===== config.mk =====
export PLATFORM = sky130hd
export DESIGN_NAME = ltc2600_cmd_queue
export DESIGN_NICKNAME = d
export VERILOG_FILES = /design/src/rtl/ltc2600_cmd_queue.sv
export SDC_FILE = /design/constraint.sdc
export NUM_CORES = 1
export LEC_CHECK = 0
export ABC_AREA = 1
export CAP_MARGIN = 15
export CORE_MARGIN = 2
export CORE_UTILIZATION = 40
export CTS_CLUSTER_SIZE = 20
export DETAILED_ROUTE_END_ITERATION = 6
export PLACE_DENSITY = 0.64
export SYNTH_ARGS = -nofsm -noshare
export SYNTH_HDL_FRONTEND = slang
export SYNTH_SLANG_ARGS = --single-unit

===== constraint.sdc =====
create_clock -name clk -period 5.6 [get_ports clk]
set_input_delay 1.12 -clock clk [delete_from_list [all_inputs] [get_ports clk]]
set_output_delay 1.12 -clock clk [all_outputs]
set_load 0.02 [all_outputs]

===== src/rtl/ltc2600_cmd_queue.sv =====
// Command queue and launch sequencer feeding the LTC2600 serial writer.
// Optional writer watchdog is enabled by defining LTC2600_CMDQ_TIMEOUT_EN.
module ltc2600_cmd_queue #(
  parameter int DATA_WIDTH     = 16,
  parameter int DEPTH          = 16,
  parameter int TIMEOUT_CYCLES = 64
) (
  input  logic                    clk,
  input  logic                    rstn,
  input  logic                    push_valid,
  output logic                    push_ready,
  input  logic [3:0]              push_cmd,
  input  logic [3:0]              push_addr,
  input  logic [DATA_WIDTH-1:0]   push_data,
  output logic                    send_new_cmd,
  output logic [3:0]              command,
  output logic [3:0]              address,
  output logic [DATA_WIDTH-1:0]   data,
  input  logic                    write_complete,
  output logic [$clog2(DEPTH):0]  level,
  output logic                    busy,
  output logic [15:0]             done_count,
  output logic                    err_illegal,
  output logic                    err_timeout,
  input  logic                    clr_err
);

  localparam int AW = $clog2(DEPTH);
  localparam int LW = AW + 1;
  localparam int EW = 8 + DATA_WIDTH;

  typedef enum logic [1:0] {IDLE, LAUNCH, WAIT_DONE} state_e;

  state_e                  state_q, state_d;
  logic [EW-1:0]           mem [DEPTH];
  logic [AW-1:0]           wrPtr_q, rdPtr_q;
  logic [LW-1:0]           count_q, count_d;
  logic [3:0]              cmd_q, cmd_d;
  logic [3:0]              addr_q, addr_d;
  logic [DATA_WIDTH-1:0]   data_q, data_d;
  logic                    send_q, send_d;
  logic [15:0]             doneCnt_q, doneCnt_d;
  logic                    errIll_q, errIll_d;
  logic                    pushFire, cmdLegal, storeEn, popEn, timeoutHit;
  logic [EW-1:0]           headEntry;

  assign push_ready   = (count_q != LW'(DEPTH));
  assign pushFire     = push_valid && push_ready;
  assign cmdLegal     = (push_cmd <= 4'h4) || (push_cmd == 4'hF);
  assign storeEn      = pushFire && cmdLegal;
  assign popEn        = (state_q == IDLE) && (count_q != '0);
  assign headEntry    = mem[rdPtr_q];

  assign level        = count_q;
  assign busy         = (state_q != IDLE) || (count_q != '0);
  assign send_new_cmd = send_q;
  assign command      = cmd_q;
  assign address      = addr_q;
  assign data         = data_q;
  assign done_count   = doneCnt_q;
  assign err_illegal  = errIll_q;

`ifdef LTC2600_CMDQ_TIMEOUT_EN
  localparam int TW = $clog2(TIMEOUT_CYCLES + 1);

  logic [TW-1:0] toCnt_q, toCnt_d;
  logic          errTo_q, errTo_d;

  assign timeoutHit  = (state_q == WAIT_DONE) && !write_complete &&
                       (toCnt_q == TW'(TIMEOUT_CYCLES - 1));
  assign toCnt_d     = ((state_q == WAIT_DONE) && !write_complete && !timeoutHit) ?
                       toCnt_q + TW'(1) : '0;
  assign errTo_d     = timeoutHit ? 1'b1 : (clr_err ? 1'b0 : errTo_q);
  assign err_timeout = errTo_q;

  always_ff @(posedge clk or negedge rstn) begin
    if (!rstn) begin
      toCnt_q <= '0;
      errTo_q <= 1'b0;
    end else begin
      toCnt_q <= toCnt_d;
      errTo_q <= errTo_d;
    end
  end
`else
  assign timeoutHit  = 1'b0;
  assign err_timeout = 1'b0;
`endif

  // A same-cycle pop never frees space for this cycle's push: ready looks only at count_q.
  assign count_d  = count_q + LW'(storeEn) - LW'(popEn);
  assign errIll_d = (pushFire && !cmdLegal) ? 1'b1 : (clr_err ? 1'b0 : errIll_q);

  always_comb begin
    state_d   = state_q;
    cmd_d     = cmd_q;
    addr_d    = addr_q;
    data_d    = data_q;
    send_d    = 1'b0;
    doneCnt_d = doneCnt_q;
    case (state_q)
      IDLE: begin
        if (popEn && (headEntry[EW-1 -: 4] != 4'hF)) begin
          cmd_d   = headEntry[EW-1 -: 4];
          addr_d  = headEntry[DATA_WIDTH +: 4];
          data_d  = headEntry[DATA_WIDTH-1:0];
          state_d = LAUNCH;
        end
      end
      // The launch pulse is registered, so it is visible during the first WAIT_DONE cycle.
      LAUNCH: begin
        send_d  = 1'b1;
        state_d = WAIT_DONE;
      end
      WAIT_DONE: begin
        if (write_complete) begin
          doneCnt_d = doneCnt_q + 16'd1;
          state_d   = IDLE;
        end else if (timeoutHit) begin
          state_d = IDLE;
        end
      end
      default: state_d = IDLE;
    endcase
  end

  always_ff @(posedge clk) begin
    if (storeEn) begin
      mem[wrPtr_q] <= {push_cmd, push_addr, push_data};
    end
  end

  always_ff @(posedge clk or negedge rstn) begin
    if (!rstn) begin
      state_q   <= IDLE;
      wrPtr_q   <= '0;
      rdPtr_q   <= '0;
      count_q   <= '0;
      cmd_q     <= '0;
      addr_q    <= '0;
      data_q    <= '0;
      send_q    <= 1'b0;
      doneCnt_q <= '0;
      errIll_q  <= 1'b0;
    end else begin
      state_q   <= state_d;
      wrPtr_q   <= storeEn ? wrPtr_q + AW'(1) : wrPtr_q;
      rdPtr_q   <= popEn ? rdPtr_q + AW'(1) : rdPtr_q;
      count_q   <= count_d;
      cmd_q     <= cmd_d;
      addr_q    <= addr_d;
      data_q    <= data_d;
      send_q    <= send_d;
      doneCnt_q <= doneCnt_d;
      errIll_q  <= errIll_d;
    end
  end

endmodule


==> results of run 1 <==
[cell usage after synthesis (4+ instances only)]
library cell / number / share of area, %
xor2_1: 17 / 0.84
nand2_1: 185 / 3.9
ha_1: 12 / 0.85
buf_2: 14 / 0.40
dfrtp_1: 57 / 8.1
nand3_1: 106 / 3.0
buf_6: 10 / 0.64
clkbuf_1: 50 / 1.1
o221ai_1: 76 / 3.8
xnor2_1: 8 / 0.40
edfxtp_1: 384 / 65
buf_4: 10 / 0.43
o22ai_1: 4 / 0.14
nor2_1: 193 / 4.1
inv_1: 56 / 1.2
o21ai_0: 169 / 4.8
nand4_1: 5 / 0.18
[critical path: cells and delay by family]
kind | cells | cell delay, ps
simple gates | 3 | 1270
buf+inv | 2 | 1000
compound gates | 2 | 620
[kinds of logic after synthesis]
| group | Yosys count | share of synthesized area, % |
|---|---|---|
| AND/OR/NAND/NOR | 493 | 11.39 |
| multiplexers | 1 | 0.06380 |
| flip-flops | 441 | 73.42 |
| adder cells (fa/ha/maj) | 13 | 0.9642 |
| XOR/XNOR | 25 | 1.241 |
| buffers and inverters | 145 | 3.821 |
| other | 1 | 0.02125 |
| AO/OA/AOI/OAI | 258 | 9.082 |
[routing by layer]
| layer | up-vias | track usage (%) |
|---|---|---|
| met5 | - | 0 |
| met4 | 0 | 4.745 |
| met3 | 65 | 3.035 |
| met2 | 369 | 29.38 |
| met1 | 5463 | 24.46 |
| li1 | 5085 | - |
[registers in the layout (all words and copies together), names as in the netlist]
signal and count:
address 4, command 4, data 16, done_count 16
err_illegal 1, level 5, mem 384, rdPtr_q 4
send_new_cmd 1, state_q 2, wrPtr_q 4
[placed cells by master, fill, tap and decap left out, drive strengths merged, types with 57 or more instances in the layout]
cell type and n:
o21ai 172, nand3 106, dfrtp 57, edfxtp 384, nand2 188, clkbuf 62, o221ai 76, inv 57
nor2 193, clkdlybuf4s50 76
[final timing paths]
check | endpoint | depth (start not counted) | slack (ps)
worst max-delay path | mem[7][19] | 7 | 1710
worst max register to register | data[0] | 8 | 2060
worst min-delay path | data[5] | 2 | 470
worst min register to register | data[5] | 2 | 470
max in group asynchronous | rdPtr_q[0] | 2 | 4280
min in group asynchronous | data[3] | 2 | 730
[final cells by class]
class	instances	area [um2]
clock buffers	62	1200
fillers	3827	22990
well taps	585	732.0
repair buffers	93	885.9
clock inverters	17	156.4
multi-input cells	791	4116
inverters	59	225.2
flip-flops and latches	441	12960
[power breakdown]
part / leakage [nW] / internal (mW) / switching [mW]
registers: 4.17 / 3.86 / 0.273
logic: 2.28 / 1.07 / 2.28
clock network: 0.656 / 1.63 / 1.18
total: 7.10 / 6.56 / 3.73
[per-stage QoR]
stage	setup WS (ps)	std cells	hold slack (ps)
3_5_place_dp	1131	1969	458.8
5_1_grt	1503	2048	489.7
4_1_cts	1688	2048	473.7
3_3_place_gp	1183	1969	455.8
2_1_floorplan	2282	1377	456.1
6_report	1710	2048	471.3
==> flow_summary.yaml, run 1 <==
sta:
  slew_viol_final: 0
  clock_skew_ps: 18.48
  setup_viol: 0
  fin_setup_tns_ps: 0
  hold_viol: 0
  timing.final.crit_share_pct: 69.46
  fin_crit_ps: 3890
  rsz0062_at_grt: "no"
  relSlewSlack_pct: 28.41
  fmax_ghz: 0.2571
  worstMarginPinSlew_ps: 1074
critical_path:
  timing.critical_path.mode_cell: "nand2_1"
  criticalPathCategory: "in2reg"
  start_kind: "input port"
  endpoint_kind: "flop"
  slowest_stage: "clkdlybuf4s50_1"
  required_ps: 5750
  cp.arrival_ps: 4040
  r2r-start: "rdPtr_q[0]"
  slowest_delay_ps: 790
  path_max_fanout: 24
  crit_start: "push_cmd[1]"
  cp_cell_sequence: "clkdlybuf4s50_1, o21a_1, o21ai_0, nand2_1, inv_1, nand2_1, nor2_4"
detailed_routing:
  vias_per_cell: 5.362
  wl_met2_mm: 19.54
  vias: 10980
  firstDrtPassIters: 7
  wl_met3_mm: 2.729
  ant_nets: 0
  wl_per_cell_um: 19.96
  wl_met1_mm: 17.79
  wl_mm: 40.87
  drt_iter0_drc: 1152
  drc: 0
  maxUsedRoutingLayer: "met4"
yosys:
  ys_dominant_reg_cell: "edfxtp_1"
  synth_edf_count: 384
  synth_seq_cells: 441
  synth_nets: 1419
  ys_seq_area_share_pct: 73.42
  synth_area_mm2: 0.01765
  synth.avg_cell_area_um2: 12.82
  netlist_instances: 1377
  async_flop_share_pct: 12.93
  yosysWarningCount: 0
  post_synth_num_cell_types: 32
outcome:
  status: "finished, final reports clean"
place:
  port_buffers: 77
  place_area_mm2: 0.01892
  place_congestion: 0.7738
  dp_hpwl_mm: 22.90
floorplanning:
  rows: 76
  die_h_um: 214.1
  initial_core_util_pct: 40.79
  core_area_mm2: 0.04327
  die-area_mm2: 0.04582
  pin_count: 79
  die-width_um: 214.1
global_route:
  grt_pass1_vias: 10890
  grt_use_total_pct: 17.79
  antenna_found_initial: 0
  grt_pass1_wl_mm: 63.40
  grt_start_max_net_pins: 102
  grt.overflow.total: 0
clock_network:
  clk_latency_ps: 550
  cts.sinks: 441
  cts_tree: "built"
  cts-buffers-inserted: 45
  ctsResizeCount: 0
  post_cts_buffers: 0
  worst_setup_hold_path_clk_slew_ps: 50
  root_buffer: "clkbuf_16"
  cts_hold_buf: 0
  cts_max_level: 2
  ctsLongestPathBuffers: 3
min_path:
  hold_class: "reg2reg"
  hold_path_startpoint: "data[5]"
power:
  vdd_drop_max_mv: 0.3001
  p_total_mw: 10.29
  power.leakage_nw: 7.097
  p_per_area_mw_per_mm2: 507.3
final_layout:
  finalInstanceArea_mm2: 0.02028
  drive_above_1_share_pct: 6.699
  n_antenna_cell: 0
  nets: 1473
  fin_util_pct: 46.87
  area_delta_synth_final_pct: 14.91
job:
  maxCapViolCount: 0
Note: power is estimated with default switching activity, not from simulation.
==> inputs of run 2 (changes only) <==
PLACE_DENSITY = 0.66   (was 0.64)
clock period = 3.25 ns   (was 5.6 ns; I/O delays follow)
==> run 2 against run 1 <==
  * Worst hold slack got worse by 270 ps
  * Register-to-register slack got worse by 1500 ps
  * Sequential power rose by 69%
  * Clock power grew 77%
  * Wire length is 3.6% higher
  * Non-clock buffer count grew 42
  * Combinational power is 88% higher
  * Cell count grew 2.1%
  * Die area did not move
  * Clock-buffer cell count down 6
  * First-iteration DRC count increased by 4.4%
  * Total power is 77% higher
  * Largest cell class unchanged
==> flow_summary.yaml, run 2 (synthesis gave the netlist of run 1 again) <==
final_layout:
  fin_cells: 2090
  largest_reg_flops: 384
  mostFrequentLayoutCell: "edfxtp_1"
  regArea_mm2: 0.01296
  final_cell_mix: "384 x edfxtp_1, 185 x nand2_1, 177 x nor2_1"
  multi_input_area_mm2: 0.004116
  drive_above_1_share_pct: 9.568
  nets: 1513
  n_antenna_cell: 0
  top_register: "mem"
  area_delta_synth_final_pct: 18.48
  fillCellCount: 3752
sta:
  slew_viol_final: 0
  timing.final.crit_share_pct: 81.84
  layout_setup_ws_ps: 590.0
  relSlewSlack_pct: 46.22
  clock_skew_ps: 18.45
  setup_viol: 0
  worstMarginPinSlew_ps: 806.7
  hold_viol: 0
  fmax_ghz: 0.3759
  fin_crit_ps: 2660
  fin_setup_tns_ps: 0
  rsz0062_at_grt: "no"
power:
  power.leakage_nw: 7.399
  p_per_area_mw_per_mm2: 872.2
  vdd_drop_max_mv: 0.5668
detailed_routing:
  firstDrtPassIters: 5
  ant_nets: 0
  vias: 11150
  wl_mm: 42.35
  drc: 0
  drt_iter0_drc: 1203
  wl_per_cell_um: 20.26
  vias_per_cell: 5.336
floorplanning:
  die-area_mm2: 0.04582
  rows: 76
  initial_core_util_pct: 40.79
  die_h_um: 214.1
  core_area_mm2: 0.04327
  pin_count: 79
  die-width_um: 214.1
place:
  dpl.cell_count: 2011
  port_buffers: 77
  place_congestion: 0.8425
  dp_hpwl_mm: 25.57
  post-place-ws_ps: 89.49
global_route:
  grt_use_total_pct: 18.52
  grt_pass1_wl_mm: 65.74
  grt.overflow.total: 0
  antenna_found_initial: 0
  grt_start_max_net_pins: 97
  grt_pass1_vias: 11140
clock_network:
  root_buffer: "clkbuf_16"
  cts_max_level: 2
  cts-buffers-inserted: 43
  worst_setup_hold_path_clk_slew_ps: 60
  clk_latency_ps: 550
  post_cts_buffers: 0
  ctsLongestPathBuffers: 3
  ctsResizeCount: 0
  cts.sinks: 441
  cts_tree: "built"
  cts_hold_buf: 0
critical_path:
  start_kind: "flop"
  cp.arrival_ps: 3140
  endpoint_kind: "flop"
  required_ps: 3730
  r2r-start: "rdPtr_q[0]"
  path_max_fanout: 43
  criticalPathCategory: "reg2reg"
  crit_start: "rdPtr_q[0]"
min_path:
  hold_class: "in2async"
outcome:
  status: "finished, final reports clean"
job:
  maxCapViolCount: 0
==> run 2: final timing paths <==
kind,slack [ps],cells after the start,to
worst max-delay path,590,13,address[2]
worst min-delay path,200,1,data[15]
worst max register to register,590,13,address[2]
worst min register to register,470,1,done_count[15]
max in group asynchronous,2280,2,data[12]
min in group clk,470,1,done_count[15]
==> run 2: cell type report <==
| type | count | share of cell area [%] |
|---|---|---|
| sequential | 441 | 62.00 |
| timing repair buffer | 135 | 7.001 |
| clock inverter | 23 | 1.209 |
| tap | 585 | 3.501 |
| inverter | 59 | 1.071 |
| clock buffer | 56 | 5.529 |
| multi-input combinational | 791 | 19.69 |
==> run 2: routing by layer <==
layer / share of wire, % / vias to the layer above / track usage, %
li1: - / 5165 / -
met1: 44 / 5468 / 26.30
met2: 45 / 449 / 29.08
met3: 7.8 / 71 / 3.348
met4: 2.7 / 0 / 5.833
met5: 0 / - / 0
==> run 2: stage by stage <==
stage / util (%) / hold slack [ps] / total power [mW] / area [um2]
2_1_floorplan: - / 354.4 / 11.03 / 17650
3_3_place_gp: 45.07 / 460.4 / 13.23 / 19500
3_5_place_dp: 45.07 / 458.3 / 13.35 / 19500
4_1_cts: 48.33 / 222.1 / 18.33 / 20910
5_1_grt: 48.33 / 256.7 / 19.26 / 20910
6_report: 48.33 / 197.4 / 18.24 / 20910
==> run 2: report_power, final <==
| part | internal [mW] | total [mW] | switching, mW |
|---|---|---|---|
| combinational | 2.04 | 6.31 | 4.26 |
| clock | 2.91 | 4.96 | 2.05 |
| sequential | 6.64 | 6.97 | 0.324 |
| total | 11.6 | 18.2 | 6.63 |
==> run 2: worst max-delay path: stages (launching register included) <==
cell     delay (ps)
dfrtp_4         670
inv_4           440
buf_4           250
nand2_1          70
nand2_1          70
nand2_1          50
nand3_1          80
nand3_1          80
nand2_1         110
nand2_2          80
o21ai_4         280
buf_4           260
nand2_1          70
nand2_1          60
==> inputs of run 3 (changes only) <==
clock period = 2.37 ns   (was 3.25 ns; I/O delays follow)
==> run 3 against run 2 <==
  * Die area stayed put
  * Register-to-register slack worse by 510 ps
  * Utilization grew 0.88 points
  * Critical endpoint is now level[4]
  * Cell count rose by 1.3%
  * Clock-buffer cell count shrank 1
  * Worst setup slack got worse by 510 ps
  * Critical path type unchanged
  * Largest cell class unchanged
  * Total power is 40% higher
  * Sequential cell count is the same
==> flow_summary.yaml, run 3 (synthesis gave the netlist of run 1 again) <==
sta:
  layout_setup_ws_ps: 79.74
  fmax_ghz: 0.4366
  relSlewSlack_pct: 52.12
  fin_crit_ps: 2290
  timing.final.crit_share_pct: 96.64
  setup_viol: 0
  clock_skew_ps: 25.03
  hold_viol: 0
  worstMarginPinSlew_ps: 716.0
  rsz0062_at_grt: "yes"
  slew_viol_final: 0
floorplanning:
  die-area_mm2: 0.04582
  die-width_um: 214.1
  rows: 76
  initial_core_util_pct: 40.79
  die_h_um: 214.1
  core_area_mm2: 0.04327
  pin_count: 79
global_route:
  grt_use_total_pct: 18.25
  grt_start_max_net_pins: 97
  grt_pass1_vias: 11260
  grt.overflow.total: 0
  antenna_found_initial: 0
  grt_pass1_wl_mm: 65.05
final_layout:
  final_cell_mix: "384 x edfxtp_1, 183 x nand2_1, 176 x nor2_1"
  mostFrequentLayoutCell: "edfxtp_1"
  largest_reg_flops: 384
  top_register: "mem"
  fillCellCount: 3737
  fin_util_pct: 49.21
  nets: 1542
  n_antenna_cell: 0
  drive_above_1_share_pct: 12.52
  area_delta_synth_final_pct: 20.65
critical_path:
  criticalPathCategory: "reg2reg"
  cp_cell_sequence: "inv_2, ha_4, nand4_1, nand2_1, inv_1, nand2_2, ha_4, inv_2, ha_4, inv_2, fa_2, o21ai_2, a21oi_2, xor2_1"
  cp.arrival_ps: 2720
  path_max_fanout: 2
  start_kind: "flop"
  endpoint_kind: "flop"
  required_ps: 2800
  slowest_stage: "dfrtp_2"
  slowest_delay_ps: 410
clock_network:
  worst_setup_hold_path_clk_slew_ps: 60
  ctsLongestPathBuffers: 3
  cts_tree: "built"
  cts_max_level: 2
  cts.sinks: 441
  cts-buffers-inserted: 45
  root_buffer: "clkbuf_16"
  clk_latency_ps: 580
power:
  vdd_drop_max_mv: 0.6427
  combPwrFrac_pct: 35.7
  p_int_mw: 16.32
  p_seq_share_pct: 37.3
  p_total_mw: 25.47
  power.leakage_nw: 7.582
  switchingPower_mw: 9.153
  clkPwrFrac_pct: 26.9
  p_per_area_mw_per_mm2: 1196
  sw_frac_of_total_pct: 35.94
detailed_routing:
  wl_mm: 41.80
  vias: 11270
  wl_per_cell_um: 19.74
  vias_per_cell: 5.319
  ant_nets: 0
  drc: 0
  drt_iter0_drc: 1327
  firstDrtPassIters: 5
place:
  dp_hpwl_mm: 25.94
  post-place-ws_ps: -491.4
  place_congestion: 0.7964
  port_buffers: 77
outcome:
  status: "finished, final reports clean"
job:
  maxCapViolCount: 0
min_path:
  hold_class: "in2async"
run 3: cell count changes in the layout (fill, tap and decap cells not counted), sizes merged:
cell	delta
buf	+26
clkinv	+5
clkdlybuf4s50	-2
dlygate4sd2	+2
bufinv	-1
clkbuf	-1
clkinvlp	-1
dlygate4sd3	+1
inv	-1
run 3: what timing repair did:
action                                  4_1_cts  5_1_grt
endpoints found under the setup margin        3       18
hold buffers                                  1        0
setup buffers                                 0        2
gates resized for setup                       3       11
pin swaps                                     1        7
endpoints found under the hold margin        57        0
run 3: path summary, 6_finish.rpt:
| path | startpoint | end | slack (ps) | cells after the start |
|---|---|---|---|---|
| hold reg to reg | data[2] | data[2] | 470 | 2 |
| setup reg to reg | level[2] | level[4] | 80 | 14 |
| setup / recovery | level[2] | level[4] | 80 | 14 |
| hold / removal | rstn | wrPtr_q[2] | 470 | 3 |
| min in group clk | data[2] | data[2] | 470 | 2 |
| max in group asynchronous | rstn | level[3] | 1620 | 3 |
run 3: stage by stage:
| step | setup TNS [ps] | cells | instance area [um2] | hold slack [ps] |
|---|---|---|---|---|
| after global routing | -34.38 | 2118 | 21290 | 479.5 |
| after CTS | 0 | 2116 | 21220 | 442.4 |
| after floorplan | -33030 | 1377 | 17730 | 178.4 |
| final | 0 | 2118 | 21290 | 467.6 |
| after detailed placement | -116380 | 2035 | 19790 | 461.3 |
| after global placement | -120760 | 2035 | 19790 | 460.8 |
run 3: layout make-up:
type	count	area [um2]	area share, %
inverters	59	226.5	1.064
multi-input cells	791	4174	19.60
clock inverters	25	227.7	1.070
clock buffers	55	1195	5.612
repair buffers	162	1770	8.315
well taps	585	732.0	3.438
flip-flops and latches	441	12970	60.90
run 3: layer usage:
layer | share of wire (%) | wire, um | track usage, %
met2 | 47 | 19620 | 29.29
met1 | 44 | 18480 | 25.45
met5 | 0 | 0 | 0
met4 | 2.1 | 894 | 5.972
met3 | 6.7 | 2807 | 3.078
run 3: power by group through the flow:
stage | Clock [mW] | Sequential [mW] | Combinational (mW)
2_1_floorplan | 0 | 9.91 | 5.32
3_3_place_gp | 0 | 9.64 | 8.84
3_5_place_dp | 0 | 9.66 | 8.97
4_1_cts | 7.00 | 9.50 | 9.01
5_1_grt | 7.29 | 9.57 | 10.0
6_report | 6.86 | 9.51 | 9.10
run 3: worst max-delay path, delay by kind of cell (launching register included):
family / cells / cell delay (ps)
xor+xnor: 1 / 140
simple gates: 3 / 310
buf+inv: 4 / 240
fa+ha+maj: 4 / 850
flops: 1 / 410
compound gates: 2 / 220
==> variant: new RTL, settings of run 2 <==
Take the reset off `addr_q` and `data_q` and load them in a clocked block of their own.
--- a/src/rtl/ltc2600_cmd_queue.sv
+++ b/src/rtl/ltc2600_cmd_queue.sv
@@ -137,8 +137,6 @@
       rdPtr_q   <= '0;
       count_q   <= '0;
       cmd_q     <= '0;
-      addr_q    <= '0;
-      data_q    <= '0;
       send_q    <= 1'b0;
       doneCnt_q <= '0;
       errIll_q  <= 1'b0;
@@ -148,13 +146,16 @@
       rdPtr_q   <= popEn ? rdPtr_q + AW'(1) : rdPtr_q;
       count_q   <= count_d;
       cmd_q     <= cmd_d;
-      addr_q    <= addr_d;
-      data_q    <= data_d;
       send_q    <= send_d;
       doneCnt_q <= doneCnt_d;
       errIll_q  <= errIll_d;
     end
   end
 
+  always_ff @(posedge clk) begin
+    addr_q <= addr_d;
+    data_q <= data_d;
+  end
+
 endmodule
 
Check against the original RTL: differs if rstn is asserted again (counterexample within 4 cycles, from zero or initial values and one cycle with rstn low); with rstn held inactive, the same outputs for 4 cycles.
==> variant against run 2 <==
- power shrank 0.93%
- sequential cell count unchanged
- critical endpoint is now level[4]$_DFF_PN0_
- synthesized area decreased by 0.87%
- clock skew decreased by 0.0018 ns
- global-route usage decreased by 0.41 points
- cell area fell by 0.30%
- wire length down 4.4%
- worst setup slack worse by 0.084 ns
==> variant: results (changes against run 2) <==
[metrics] post-route worst hold slack: 0.222 ns (was 0.197 ns)
[metrics] skew final: 0.0166 ns (was 0.0184 ns)
[metrics] Static Leak: 7.16 nW (was 7.40 nW)
[metrics] fraction of layout cells with a size suffix above 1: 0.110 (was 0.0957)
[metrics] distinct cell type count after synthesis: 36 (was 32)
[metrics] IR Drop Worst-Case VDD: 0.601 mV (was 0.567 mV)
[metrics] fin crit period: 2.74 ns (was 2.66 ns)
[metrics] wire length per cell after detailed routing: 20.0 um (was 20.3 um)
[metrics] ys async rst share: 0.0839 (was 0.129)
[metrics] critical path fanouts, max: 3 (was 43)
[metrics] actual slew at the worst max-slew pin: 0.867 ns (was 0.807 ns)
[metrics] DP Wirelength: 24.5 mm (was 25.6 mm)
[metrics] Crit-path slowest cell: sky130_fd_sc_hd__clkdlybuf4s50_1 (was sky130_fd_sc_hd__dfrtp_4)
[metrics] ranking of synthesized cells by instance count: 404 x sky130_fd_sc_hd__edfxtp_1, 190 x sky130_fd_sc_hd__nor2_1, 165 x sky130_fd_sc_hd__o21ai_0 (was 384 x sky130_fd_sc_hd__edfxtp_1, 193 x sky130_fd_sc_hd__nor2_1, 185 x sky130_fd_sc_hd__nand2_1)
[metrics] Worst Reg2Reg Path Length in Cells: 15 (was 13)
[metrics] longest individual stage delay on the worst path: 0.46 ns (was 0.67 ns)
[metrics] post-synthesis net count: 1,349 (was 1,419)
[metrics] placer's final routability congestion estimate: 0.827 (was 0.843)
[metrics] run status: finished clean (unchanged)
[metrics] end of the worst register-to-register path: level[4]$_DFF_PN0_ (was address[2]$_DFFE_PN0P_)
[metrics] largest net degree at the start of global routing: 124 (was 97)
[metrics] number of nets in the final layout: 1,448 (was 1,513)
[metrics] top area cells in the synthesized netlist: sky130_fd_sc_hd__edfxtp_1 69%, sky130_fd_sc_hd__dfrtp_1 5.3%, sky130_fd_sc_hd__o21ai_0 4.7% (was sky130_fd_sc_hd__edfxtp_1 65%, sky130_fd_sc_hd__dfrtp_1 8.1%, sky130_fd_sc_hd__o21ai_0 4.8%)
[metrics] total track usage: 0.181 (was 0.185)
[metrics] sequential cell area fraction in the yosys report: 0.746 (was 0.734)
[metrics] family of cells with the greatest summed delay on the critical path: adder cells (was buffers and inverters)
[metrics] wire length of the first global-routing pass: 62.7 mm (was 65.7 mm)
[metrics] vias in the first global route: 10,900 (was 11,100)
variant: cell count changes after synthesis, moves of 4 or more:
| cell | change |
|---|---|
| sky130_fd_sc_hd__buf_4 | +7 |
| sky130_fd_sc_hd__buf_6 | -7 |
| sky130_fd_sc_hd__clkbuf_1 | -6 |
| sky130_fd_sc_hd__dfrtp_1 | -20 |
| sky130_fd_sc_hd__edfxtp_1 | +20 |
| sky130_fd_sc_hd__nand2_1 | -48 |
| sky130_fd_sc_hd__nand3_1 | -41 |
| sky130_fd_sc_hd__o211ai_1 | +17 |
| sky130_fd_sc_hd__o21ai_0 | -4 |
| sky130_fd_sc_hd__o21ai_1 | +5 |
| sky130_fd_sc_hd__o221ai_1 | -15 |
| sky130_fd_sc_hd__o22ai_1 | +16 |
variant: metrics by stage:
stage / cells / util / setup TNS [ns] / area, um^2 / worst slack, ns
6_report: 2030 / 0.484 / 0 / 20800 / 0.506
3_3_place_gp: 1943 / 0.449 / -0.257 / 19400 / -0.168
3_5_place_dp: 1943 / 0.449 / -0.138 / 19400 / -0.119
2_1_floorplan: 1307 / - / 0 / 17500 / 0.311
4_1_cts: 2029 / 0.484 / 0 / 20800 / 0.433
5_1_grt: 2029 / 0.484 / 0 / 20800 / 0.218
variant: worst max-delay path by stage:
stage                             from                    to  slack (ns)  cells after the start
floorplan           level[2]$_DFF_PN0_  mem[11][0]$_DFFE_PP_        0.31                      9
detailed placement         push_cmd[0]    level[4]$_DFF_PN0_       -0.12                     13
global placement           push_cmd[0]    level[4]$_DFF_PN0_       -0.17                     13
global route               push_cmd[0]    level[4]$_DFF_PN0_        0.22                     13
finish                     push_cmd[0]    level[4]$_DFF_PN0_        0.51                     13
CTS                        push_cmd[0]    level[4]$_DFF_PN0_        0.43                     13
variant: power breakdown:
part,internal (mW),switching [mW]
Clock,3.02,2.12
Sequential,6.80,0.233
Combinational,1.88,4.01
Total,11.7,6.36
variant: routing by layer:
layer  GRT usage  vias up  routed length (um)
met5           0        -                   0
met3      0.0235       72                2530
met1       0.236     5315               16500
li1            -     4980                   -
met4      0.0637        0                1160
met2       0.313      408               20400
variant: cell type report:
cell class                      count  area, um^2  share of cell area
Sequential cell                   441       13100               0.627
Multi-Input combinational cell    726        3930               0.188
Timing Repair Buffer              130        1400              0.0672
Clock buffer                       57        1190              0.0572
Tap cell                          585         732              0.0351
Clock inverter                     29         298              0.0143
Inverter                           61         231              0.0111
Antenna cell                        1        2.50            0.000120
variant: cells by family after synthesis:
kind of cell	share of synthesized area
AOI/OAI and AO/OA	0.0974
adders and majority gates	0.00973
other	0.000214
buffers and inverters	0.0361
xor gates and xnor gates	0.0125
DFF	0.746
and+or+nand+nor	0.0970
muxes	0.000644
